==> src/rtl/viterbi_acs_array_if.sv <==
// Handshake bundle between the branch-metric source, the ACS array and the traceback sink.
// master = upstream/downstream environment, slave = ACS array.
interface viterbi_acs_array_if #(
  parameter int unsigned K    = 3,
  parameter int unsigned BM_W = 2,
  parameter int unsigned PM_W = 8
);
  localparam int unsigned S = 2 ** (K - 1);

  logic                in_valid;
  logic                in_ready;
  logic                start;
  logic [4*BM_W-1:0]   bm;
  logic                out_valid;
  logic                out_ready;
  logic [S-1:0]        decision;
  logic [S-1:0]        state_valid;
  logic [K-2:0]        best_state;
  logic [PM_W-1:0]     best_metric;

  modport master (
    output in_valid, start, bm, out_ready,
    input  in_ready, out_valid, decision, state_valid, best_state, best_metric
  );

  modport slave (
    input  in_valid, start, bm, out_ready,
    output in_ready, out_valid, decision, state_valid, best_state, best_metric
  );
endinterface

==> src/rtl/viterbi_acs_array.sv <==
// Registered add-compare-select array: one full rate-1/2 trellis step per accepted input.
// Optional metric normalisation is enabled by defining ACS_NORM_EN.
module viterbi_acs_array #(
  parameter int unsigned K    = 3,
  parameter int unsigned G0   = 7,
  parameter int unsigned G1   = 5,
  parameter int unsigned BM_W = 2,
  parameter int unsigned PM_W = 8
) (
  input  logic               clk,
  input  logic               rst_n,
  viterbi_acs_array_if.slave bus
);
  localparam int unsigned     S       = 2 ** (K - 1);
  localparam logic [K-1:0]    G0M     = K'(G0);
  localparam logic [K-1:0]    G1M     = K'(G1);
  localparam logic [PM_W-1:0] PmMax   = '1;
  localparam logic [PM_W-1:0] NormOff = {1'b1, {(PM_W - 1){1'b0}}};

  logic [PM_W-1:0] pm_q [S];
  logic [PM_W-1:0] pm_d [S];
  logic [S-1:0]    pv_q, pv_d;
  logic            out_valid_q, out_valid_d;
  logic [S-1:0]    decision_q, decision_d;
  logic [S-1:0]    state_valid_q, state_valid_d;
  logic [K-2:0]    best_state_q, best_state_d;
  logic [PM_W-1:0] best_metric_q, best_metric_d;

  logic [BM_W-1:0] bm_s [4];
  logic [PM_W-1:0] src_pm [S];
  logic [S-1:0]    src_pv;
  logic [PM_W-1:0] acs_pm [S];
  logic [PM_W-1:0] new_pm [S];
  logic [S-1:0]    acs_v;
  logic [S-1:0]    acs_dec;
  logic [PM_W-1:0] min_pm;
  logic [K-2:0]    min_idx;
  logic            found;
  logic            accept;

  assign bus.in_ready = !out_valid_q || bus.out_ready;
  assign accept       = bus.in_valid && bus.in_ready;

  always_comb begin
    for (int j = 0; j < 4; j++) begin
      bm_s[j] = bus.bm[j*BM_W +: BM_W];
    end
  end

  // A start step runs from the reset metrics instead of the stored ones.
  always_comb begin
    src_pm = pm_q;
    src_pv = pv_q;
    if (bus.start) begin
      for (int n = 0; n < S; n++) begin
        src_pm[n] = '0;
      end
      src_pv    = '0;
      src_pv[0] = 1'b1;
    end
  end

  // Predecessor px of ns has shift register contents {ns, x}.
  for (genvar n = 0; n < S; n++) begin : g_acs
    localparam int unsigned  P0  = (2 * n) % S;
    localparam int unsigned  P1  = P0 + 1;
    localparam logic [K-1:0] R0  = K'(2 * n);
    localparam logic [K-1:0] R1  = K'(2 * n + 1);
    localparam logic [1:0]   Cw0 = {^(R0 & G0M), ^(R0 & G1M)};
    localparam logic [1:0]   Cw1 = {^(R1 & G0M), ^(R1 & G1M)};

    logic [PM_W:0]   sum0, sum1;
    logic [PM_W-1:0] cost0, cost1;
    logic            sel1;

    assign sum0  = {1'b0, src_pm[P0]} + {{(PM_W + 1 - BM_W){1'b0}}, bm_s[Cw0]};
    assign sum1  = {1'b0, src_pm[P1]} + {{(PM_W + 1 - BM_W){1'b0}}, bm_s[Cw1]};
    assign cost0 = sum0[PM_W] ? PmMax : sum0[PM_W-1:0];
    assign cost1 = sum1[PM_W] ? PmMax : sum1[PM_W-1:0];

    // Ties and the both-invalid case fall to path0.
    assign sel1       = src_pv[P1] && (!src_pv[P0] || (cost0 > cost1));
    assign acs_dec[n] = sel1;
    assign acs_v[n]   = src_pv[P0] || src_pv[P1];
    assign acs_pm[n]  = !acs_v[n] ? '0 : (sel1 ? cost1 : cost0);
  end

  // Strict less-than keeps the lowest index on ties.
  always_comb begin
    min_pm  = PmMax;
    min_idx = '0;
    found   = 1'b0;
    for (int n = 0; n < S; n++) begin
      if (acs_v[n] && (!found || (acs_pm[n] < min_pm))) begin
        found   = 1'b1;
        min_pm  = acs_pm[n];
        min_idx = (K - 1)'(n);
      end
    end
  end

  always_comb begin
    new_pm        = acs_pm;
    best_metric_d = min_pm;
`ifdef ACS_NORM_EN
    // Every valid metric is >= min_pm here, so the subtraction cannot underflow.
    if (min_pm >= NormOff) begin
      for (int n = 0; n < S; n++) begin
        if (acs_v[n]) begin
          new_pm[n] = acs_pm[n] - NormOff;
        end
      end
      best_metric_d = min_pm - NormOff;
    end
`endif
  end

  always_comb begin
    pm_d          = pm_q;
    pv_d          = pv_q;
    decision_d    = decision_q;
    state_valid_d = state_valid_q;
    best_state_d  = best_state_q;
    out_valid_d   = out_valid_q;
    if (accept) begin
      pm_d          = new_pm;
      pv_d          = acs_v;
      decision_d    = acs_dec;
      state_valid_d = acs_v;
      best_state_d  = min_idx;
      out_valid_d   = 1'b1;
    end else if (bus.out_ready) begin
      out_valid_d = 1'b0;
    end
  end

  logic [PM_W-1:0] best_metric_q_d;
  assign best_metric_q_d = accept ? best_metric_d : best_metric_q;

  always_ff @(posedge clk or negedge rst_n) begin
    if (!rst_n) begin
      for (int n = 0; n < S; n++) begin
        pm_q[n] <= '0;
      end
      pv_q          <= {{(S - 1){1'b0}}, 1'b1};
      out_valid_q   <= 1'b0;
      decision_q    <= '0;
      state_valid_q <= '0;
      best_state_q  <= '0;
      best_metric_q <= '0;
    end else begin
      pm_q          <= pm_d;
      pv_q          <= pv_d;
      out_valid_q   <= out_valid_d;
      decision_q    <= decision_d;
      state_valid_q <= state_valid_d;
      best_state_q  <= best_state_d;
      best_metric_q <= best_metric_q_d;
    end
  end

  assign bus.out_valid   = out_valid_q;
  assign bus.decision    = decision_q;
  assign bus.state_valid = state_valid_q;
  assign bus.best_state  = best_state_q;
  assign bus.best_metric = best_metric_q;

endmodule
==> src/flat_wrapper.sv <==
// flat-port wrapper written by rule: the top's interface ports become plain ports
module viterbi_acs_array_flat 
#(
  parameter int unsigned K    = 3,
  parameter int unsigned G0   = 7,
  parameter int unsigned G1   = 5,
  parameter int unsigned BM_W = 2,
  parameter int unsigned PM_W = 8
)
  (clk, rst_n, bus_in_valid, bus_start, bus_bm, bus_out_ready, bus_in_ready, bus_out_valid, bus_decision, bus_state_valid, bus_best_state, bus_best_metric);
  viterbi_acs_array_if #(.K(K), .BM_W(BM_W), .PM_W(PM_W)) bus_i ();
  input  logic clk;
  input  logic rst_n;
  input wire logic [$bits(bus_i.in_valid)-1:0] bus_in_valid;
  input wire logic [$bits(bus_i.start)-1:0] bus_start;
  input wire logic [$bits(bus_i.bm)-1:0] bus_bm;
  input wire logic [$bits(bus_i.out_ready)-1:0] bus_out_ready;
  output wire logic [$bits(bus_i.in_ready)-1:0] bus_in_ready;
  output wire logic [$bits(bus_i.out_valid)-1:0] bus_out_valid;
  output wire logic [$bits(bus_i.decision)-1:0] bus_decision;
  output wire logic [$bits(bus_i.state_valid)-1:0] bus_state_valid;
  output wire logic [$bits(bus_i.best_state)-1:0] bus_best_state;
  output wire logic [$bits(bus_i.best_metric)-1:0] bus_best_metric;
  assign bus_i.in_valid = bus_in_valid;
  assign bus_i.start = bus_start;
  assign bus_i.bm = bus_bm;
  assign bus_i.out_ready = bus_out_ready;
  assign bus_in_ready = bus_i.in_ready;
  assign bus_out_valid = bus_i.out_valid;
  assign bus_decision = bus_i.decision;
  assign bus_state_valid = bus_i.state_valid;
  assign bus_best_state = bus_i.best_state;
  assign bus_best_metric = bus_i.best_metric;
  viterbi_acs_array #(.K(K), .G0(G0), .G1(G1), .BM_W(BM_W), .PM_W(PM_W)) u_core (.clk(clk), .rst_n(rst_n), .bus(bus_i));
endmodule
==> config.mk <==
export PLATFORM = sky130hd
export DESIGN_NAME = viterbi_acs_array_flat
export DESIGN_NICKNAME = d
export VERILOG_FILES = /design/src/rtl/viterbi_acs_array_if.sv /design/src/rtl/viterbi_acs_array.sv /design/src/flat_wrapper.sv
export SDC_FILE = /design/constraint.sdc
export NUM_CORES = 1
export LEC_CHECK = 0
export CAP_MARGIN = 40
export CORE_UTILIZATION = 60
export CTS_CLUSTER_SIZE = 30
export DETAILED_ROUTE_END_ITERATION = 8
export PLACE_DENSITY = 0.8
export SKIP_CTS_REPAIR_TIMING = 1
export SLEW_MARGIN = 20
export SYNTH_ARGS = -nofsm -noshare
export SYNTH_HDL_FRONTEND = slang
export SYNTH_SLANG_ARGS = --single-unit
==> constraint.sdc <==
create_clock -name clk -period 14.2 [get_ports clk]
set_input_delay 1.42 -clock clk [delete_from_list [all_inputs] [get_ports clk]]
set_output_delay 1.42 -clock clk [all_outputs]
set_load 0.02 [all_outputs]
After elaboration in Yosys (flattened, before gate mapping)
Index checks and enable logic that the tools add are counted.

Add/sub/neg operators: 8. Mux-type cells: 30. Order comparisons: 7. Reduce and logical (&&, ||, !) cells: 25.

Operators by type and width (number): 8-bit 2-to-1 mux (20); 8-bit by 2-bit adder with 9-bit output (8); 8-bit greater-than comparator (4); 32-bit 2-to-1 mux (1); 8-bit < comparator (3); 1-bit logical OR (10); 1-bit logical AND (8); 1-bit logical NOT (6); 1-bit 2-to-1 mux (6); 2-bit 2-to-1 mux (2); 4-bit 2-to-1 mux (1); 2-bit nonzero test (1).

Register bits after elaboration: 55. Output and inout bits: 20.

Longest topological paths before layout
Word-level depth: 21. Mapped depth: 47. Gate-level depth less buffers: 41.

Least setup slack after synthesis
Ideal clock, no wire load.

Kind: input to register. Start point: input bus_start. End point: register u_core.best_metric_q[5], in the netlist u_core.bus.best_metric[5]. Path buffers: 5. Stages: 40. Setup slack: 3.795 ns. Library setup time: 0.081 ns. Arrival: 10.323 ns. Cell sequence: buf_2 > clkbuf_1 > clkbuf_1 > clkbuf_1 > nor2b_1 > ha_1 > maj3_1 > and2_1 > and4_1 > nor3_1 > inv_1 > ha_1 > nand2_1 > nand3b_1 > or2_2 > o21ai_1 > mux2_2 > and2_1 > (+4 left out) > o2bb2ai_1 > mux2_2 > ha_1 > a21o_1 > a211oi_1 > o21ai_0 > a21oi_1 > o21a_1 > buf_6 > mux2_4 > ha_1 > nand4_1 > a21oi_1 > nand2_1 > or3_1 > o211ai_1 > nand2_1 > o211ai_2.

Word-level cells in the longest chain between the ends: 21. Elaborated cells on any way between the ends: 61.

Ends and longest elaborated chain: start: declaration (RTL line flat_wrapper.sv:15) `input wire logic [$bits(bus_i.start)-1:0] bus_start;`; 32-bit 2-to-1 mux (RTL line viterbi_acs_array.sv:54) `if (bus.start) begin`; 8-bit by 2-bit adder with 9-bit output (on tied branches) (RTL line viterbi_acs_array.sv:76, viterbi_acs_array.sv:77); 8-bit 2-to-1 mux (on tied branches) (RTL line viterbi_acs_array.sv:78, viterbi_acs_array.sv:79); 8-bit greater-than comparator (RTL line viterbi_acs_array.sv:82) `assign sel1 = src_pv[P1] && (!src_pv[P0] || (cost0 > cost1));`; 1-bit logical OR (RTL line viterbi_acs_array.sv:82); 1-bit logical AND (RTL line viterbi_acs_array.sv:82); 8-bit 2-to-1 mux (2 in series) (RTL line viterbi_acs_array.sv:85) `assign acs_pm[n] = !acs_v[n] ? '0 : (sel1 ? cost1 : cost0);`; 8-bit 2-to-1 mux (RTL line viterbi_acs_array.sv:94) `if (acs_v[n] && (!found || (acs_pm[n] < min_pm))) begin`; (+4 left out); 8-bit < comparator / 1-bit logical NOT (equally long branches) (RTL line viterbi_acs_array.sv:94); 1-bit logical OR (RTL line viterbi_acs_array.sv:94); 1-bit logical AND (RTL line viterbi_acs_array.sv:94); 8-bit 2-to-1 mux / 1-bit 2-to-1 mux (equally long branches) (RTL line viterbi_acs_array.sv:94); 8-bit < comparator / 1-bit logical NOT (equally long branches) (RTL line viterbi_acs_array.sv:94); 1-bit logical OR (RTL line viterbi_acs_array.sv:94); 1-bit logical AND (RTL line viterbi_acs_array.sv:94); 8-bit 2-to-1 mux (*) (RTL line viterbi_acs_array.sv:94); end signal: assignment (RTL line viterbi_acs_array.sv:158) `best_metric_q <= best_metric_q_d;`; end: declaration (RTL line viterbi_acs_array.sv:27) `logic [PM_W-1:0] best_metric_q, best_metric_d;`.

Every way passes the cells marked *; elsewhere a longest branch is shown, timed or not. A chain may end at the register's enable or synchronous reset.

==> flow_summary.rst <==
.. list-table::
   :header-rows: 1

   * - Metric
     - Value
   * - Post-route minimum period
     - 12.26 ns
   * - Clock skew
     - 0.0262 ns
   * - Clock network fraction of design power
     - 12.7%
   * - Leakage power
     - 0.00297 uW
   * - Worst endpoint required time
     - 14.43 ns
   * - Hold violation total from the final report
     - 0
   * - Power Dens Cells
     - 131 mW/mm^2
   * - Number of distinct library cells after synthesis
     - 70
   * - Async set or reset register ratio after synthesis
     - 100%
   * - Switching portion of total power
     - 47.2%
   * - GRT Overall Usage
     - 35.0%
   * - Type of the worst setup path
     - in -> reg
   * - Share of total power in combinational logic
     - 62.7%
   * - Clock sink total
     - 50
   * - Via density per instance
     - 6.47
   * - Delay of the slowest critical-path stage
     - 0.71 ns
   * - Synth-to-layout area growth
     - 8.21%
   * - Result of the run
     - finished clean
   * - IO buf count
     - 32
   * - Most area-hungry cell type in the Yosys netlist
     - sky130_fd_sc_hd__dfrtp_1
   * - CP max FO
     - 23
   * - Sort of element at the start of the critical path
     - input pin
   * - Worst-case vdd ir drop
     - 119 uV
   * - Die Y
     - 101 um
   * - Initial antenna violation count
     - 0
   * - Count of mapped cells out of synthesis
     - 764
   * - Total wirelength of the detailed-routed design
     - 17200 um
   * - Vias in the first global route
     - 5390
   * - # IOs
     - 33
   * - Worst-path cell with the longest stage delay
     - sky130_fd_sc_hd__inv_1
   * - HP Class
     - reg -> reg
   * - Clock tree from TritonCTS
     - yes
   * - Cell at the root of the clock tree
     - sky130_fd_sc_hd__clkbuf_8
   * - # H-tree levels
     - 2
   * - Total core area
     - 0.00937 sq mm
   * - Post-synthesis net count
     - 846
   * - Detailed-route wire length per cell
     - 19.1 um
   * - Most common cell type on the critical path
     - sky130_fd_sc_hd__ha_1
   * - Detail Placement HPWL
     - 13400 um
   * - Net switching power
     - 395 uW
   * - Setup total negative slack
     - 0 ns
   * - P_int
     - 442 uW
   * - Transition time at the pin with the least slew margin
     - 0.859 ns
   * - Worst skew pair latency
     - 0.32 ns
   * - Portion of the post-synthesis area used by sequential elements
     - 21.2%
   * - Initial detailed-routing violation count
     - 600
   * - Post-synthesis instance area
     - 0.00590 sq mm
   * - Remaining global-route overflow
     - 0
   * - Top-count cell post-synth
     - sky130_fd_sc_hd__nand2_1
   * - # diodes
     - 0
   * - Worst setup EP type
     - flip-flop
   * - Fraction of final layout cells with drive strength greater than 1
     - 6.86%
   * - Yosys reg bits
     - 50
   * - Final setup violating endpoints
     - 0
   * - Setup Slack @ Placement
     - 2.01 ns
   * - Top_reg_cell synth
     - sky130_fd_sc_hd__dfrtp_1
   * - Routed vias
     - 5832
   * - Top cells by instance count after synthesis
     - sky130_fd_sc_hd__nand2_1 (124), sky130_fd_sc_hd__ha_1 (69), sky130_fd_sc_hd__nor2_1 (63), sky130_fd_sc_hd__dfrtp_1 (49), sky130_fd_sc_hd__o21ai_0 (40)
   * - Cell Rows
     - 35
   * - EDFF count, synth
     - 0
   * - Total number of nets in the final design
     - 854
   * - Timing-limited maximum frequency
     - 81.5 MHz
   * - Smallest setup slack after layout
     - 1.94 ns
   * - Clock-pin slew reported for the worst setup and hold paths after clock tree synthesis
     - 0.10 ns
   * - Rel. slew slack
     - 42.3%
   * - Setup repair after global routing missed its margin
     - false
   * - Max Transition Viols Final
     - 0
   * - Number of buffers on the longest clock path
     - 2
   * - Area enclosed by the die boundary
     - 0.0102 sq mm
   * - Number of maximum-capacitance constraint violations
     - 0
   * - Sequential group share of total power
     - 24.6%
   * - Detailed-router iteration count before antenna repair
     - 7
   * - Placer's final routability congestion estimate
     - 0.934
   * - Count of antenna-violating nets left after detailed routing
     - 0
   * - Worst endpoint data arrival time
     - 12.50 ns
   * - Initial core utilization
     - 63.0%
   * - Average footprint of a synthesized cell
     - 7.72 sq um
   * - Top-area cell type share of the netlist area
     - 20.8%
   * - Chip Width
     - 101 um
   * - Drt drc
     - 0
   * - Wire length of the first global-routing pass
     - 27800 um
   * - Warnings, synthesis
     - 0
   * - Top post-synthesis cells by area
     - sky130_fd_sc_hd__dfrtp_1 (21%), sky130_fd_sc_hd__ha_1 (15%), sky130_fd_sc_hd__nand2_1 (7.9%)
   * - Number of buffers inserted during clock tree synthesis
     - 5
   * - Post-route fraction of the period consumed by the critical path
     - 86.4%
   * - Fill count
     - 830
   * - Pin count of the biggest net entering global routing
     - 51
[stage by stage]
stage | std cells | total power [uW] | hold WS (ns) | utilization, % | cell area [sq um]
after floorplan | 764 | 586 | 0.438 | - | 5900
after global placement | 891 | 699 | 0.456 | 66.7 | 6250
after detailed placement | 893 | 715 | 0.464 | 66.8 | 6260
after CTS | 901 | 824 | 0.495 | 68.1 | 6380
after global routing | 902 | 899 | 0.507 | 68.1 | 6380
final | 902 | 837 | 0.490 | 68.1 | 6380
[area by class of cell]
cell class / count / area (sq um) / area share [%]
Clock buffer: 5 / 68.8 / 1.08
Multi-Input combinational cell: 643 / 4350 / 68.1
Clock inverter: 3 / 43.8 / 0.686
Inverter: 28 / 105 / 1.65
Tap cell: 129 / 161 / 2.53
Sequential cell: 50 / 1250 / 19.6
Timing Repair Buffer: 44 / 403 / 6.31
[worst paths after layout]
kind	from	end	slack (ns)	cells past startpoint
max	bus_start	u_core.bus.best_metric[6]$_DFFE_PN0P_	1.94	39
max in group asynchronous	rst_n	u_core.bus.out_valid$_DFFE_PN0P_	12.54	2
min	u_core.bus.decision[2]$_DFFE_PN0P_	u_core.bus.decision[2]$_DFFE_PN0P_	0.49	2
max reg2reg	u_core.pm_q[16]$_DFFE_PN0P_	u_core.bus.best_metric[6]$_DFFE_PN0P_	3.89	36
min reg2reg	u_core.bus.decision[2]$_DFFE_PN0P_	u_core.bus.decision[2]$_DFFE_PN0P_	0.49	2
min in group asynchronous	rst_n	u_core.pm_q[10]$_DFFE_PN0P_	1.19	2
[metal layers]
| metal | wire length [um] | GRT usage [%] |
|---|---|---|
| met5 | 0 | 0 |
| met4 | 293 | 8.58 |
| met3 | 1840 | 8.01 |
| met2 | 7310 | 51.8 |
| met1 | 7790 | 51.5 |
[cells in the final DEF (no fill, tap or decap), types with 16 or more instances in the layout]
cell	count
sky130_fd_sc_hd__nand2_1	123
sky130_fd_sc_hd__o211ai_1	16
sky130_fd_sc_hd__dfrtp_1	49
sky130_fd_sc_hd__nor2_1	63
sky130_fd_sc_hd__a21oi_1	36
sky130_fd_sc_hd__ha_1	69
sky130_fd_sc_hd__nand2b_1	16
sky130_fd_sc_hd__clkdlybuf4s50_1	31
sky130_fd_sc_hd__mux2i_1	24
sky130_fd_sc_hd__nor2b_1	16
sky130_fd_sc_hd__nand3_1	20
sky130_fd_sc_hd__o21ai_0	40
sky130_fd_sc_hd__inv_1	28
[power groups by stage]
stage,combinational (uW),sequential (uW),clock [uW]
2_1_floorplan,381,205,0
3_3_place_gp,493,206,0
3_5_place_dp,508,207,0
4_1_cts,512,204,108
5_1_grt,577,209,113
6_report,525,206,106
[critical path: cells and delay by family]
family | cells | cell delay [ns]
adder cells (fa/ha/maj) | 5 | 1.38
buffers and inverters | 4 | 1.77
multiplexers | 2 | 0.78
AND/OR/NAND/NOR | 9 | 1.93
XOR/XNOR | 1 | 0.20
AO/OA/AOI/OAI | 18 | 4.99
[flip-flops by register name (all words and copies together), names as in the netlist]
name,count
u_core.bus.best_metric,8
u_core.bus.best_state,2
u_core.bus.decision,4
u_core.bus.out_valid,1
u_core.bus.state_valid,2
u_core.pm_q,32
u_core.pv_q,1
[cells by family after synthesis]
logic type / count (synthesis) / synth area share (%)
adder cells (fa/ha/maj): 73 / 15.3
multiplexers: 34 / 6.11
buffers and inverters: 71 / 5.09
XOR/XNOR: 26 / 3.86
AO/OA/AOI/OAI: 199 / 23.2
AND/OR/NAND/NOR: 311 / 25.2
flip-flops: 50 / 21.2
No activity file was read; power rests on OpenSTA's default activity.
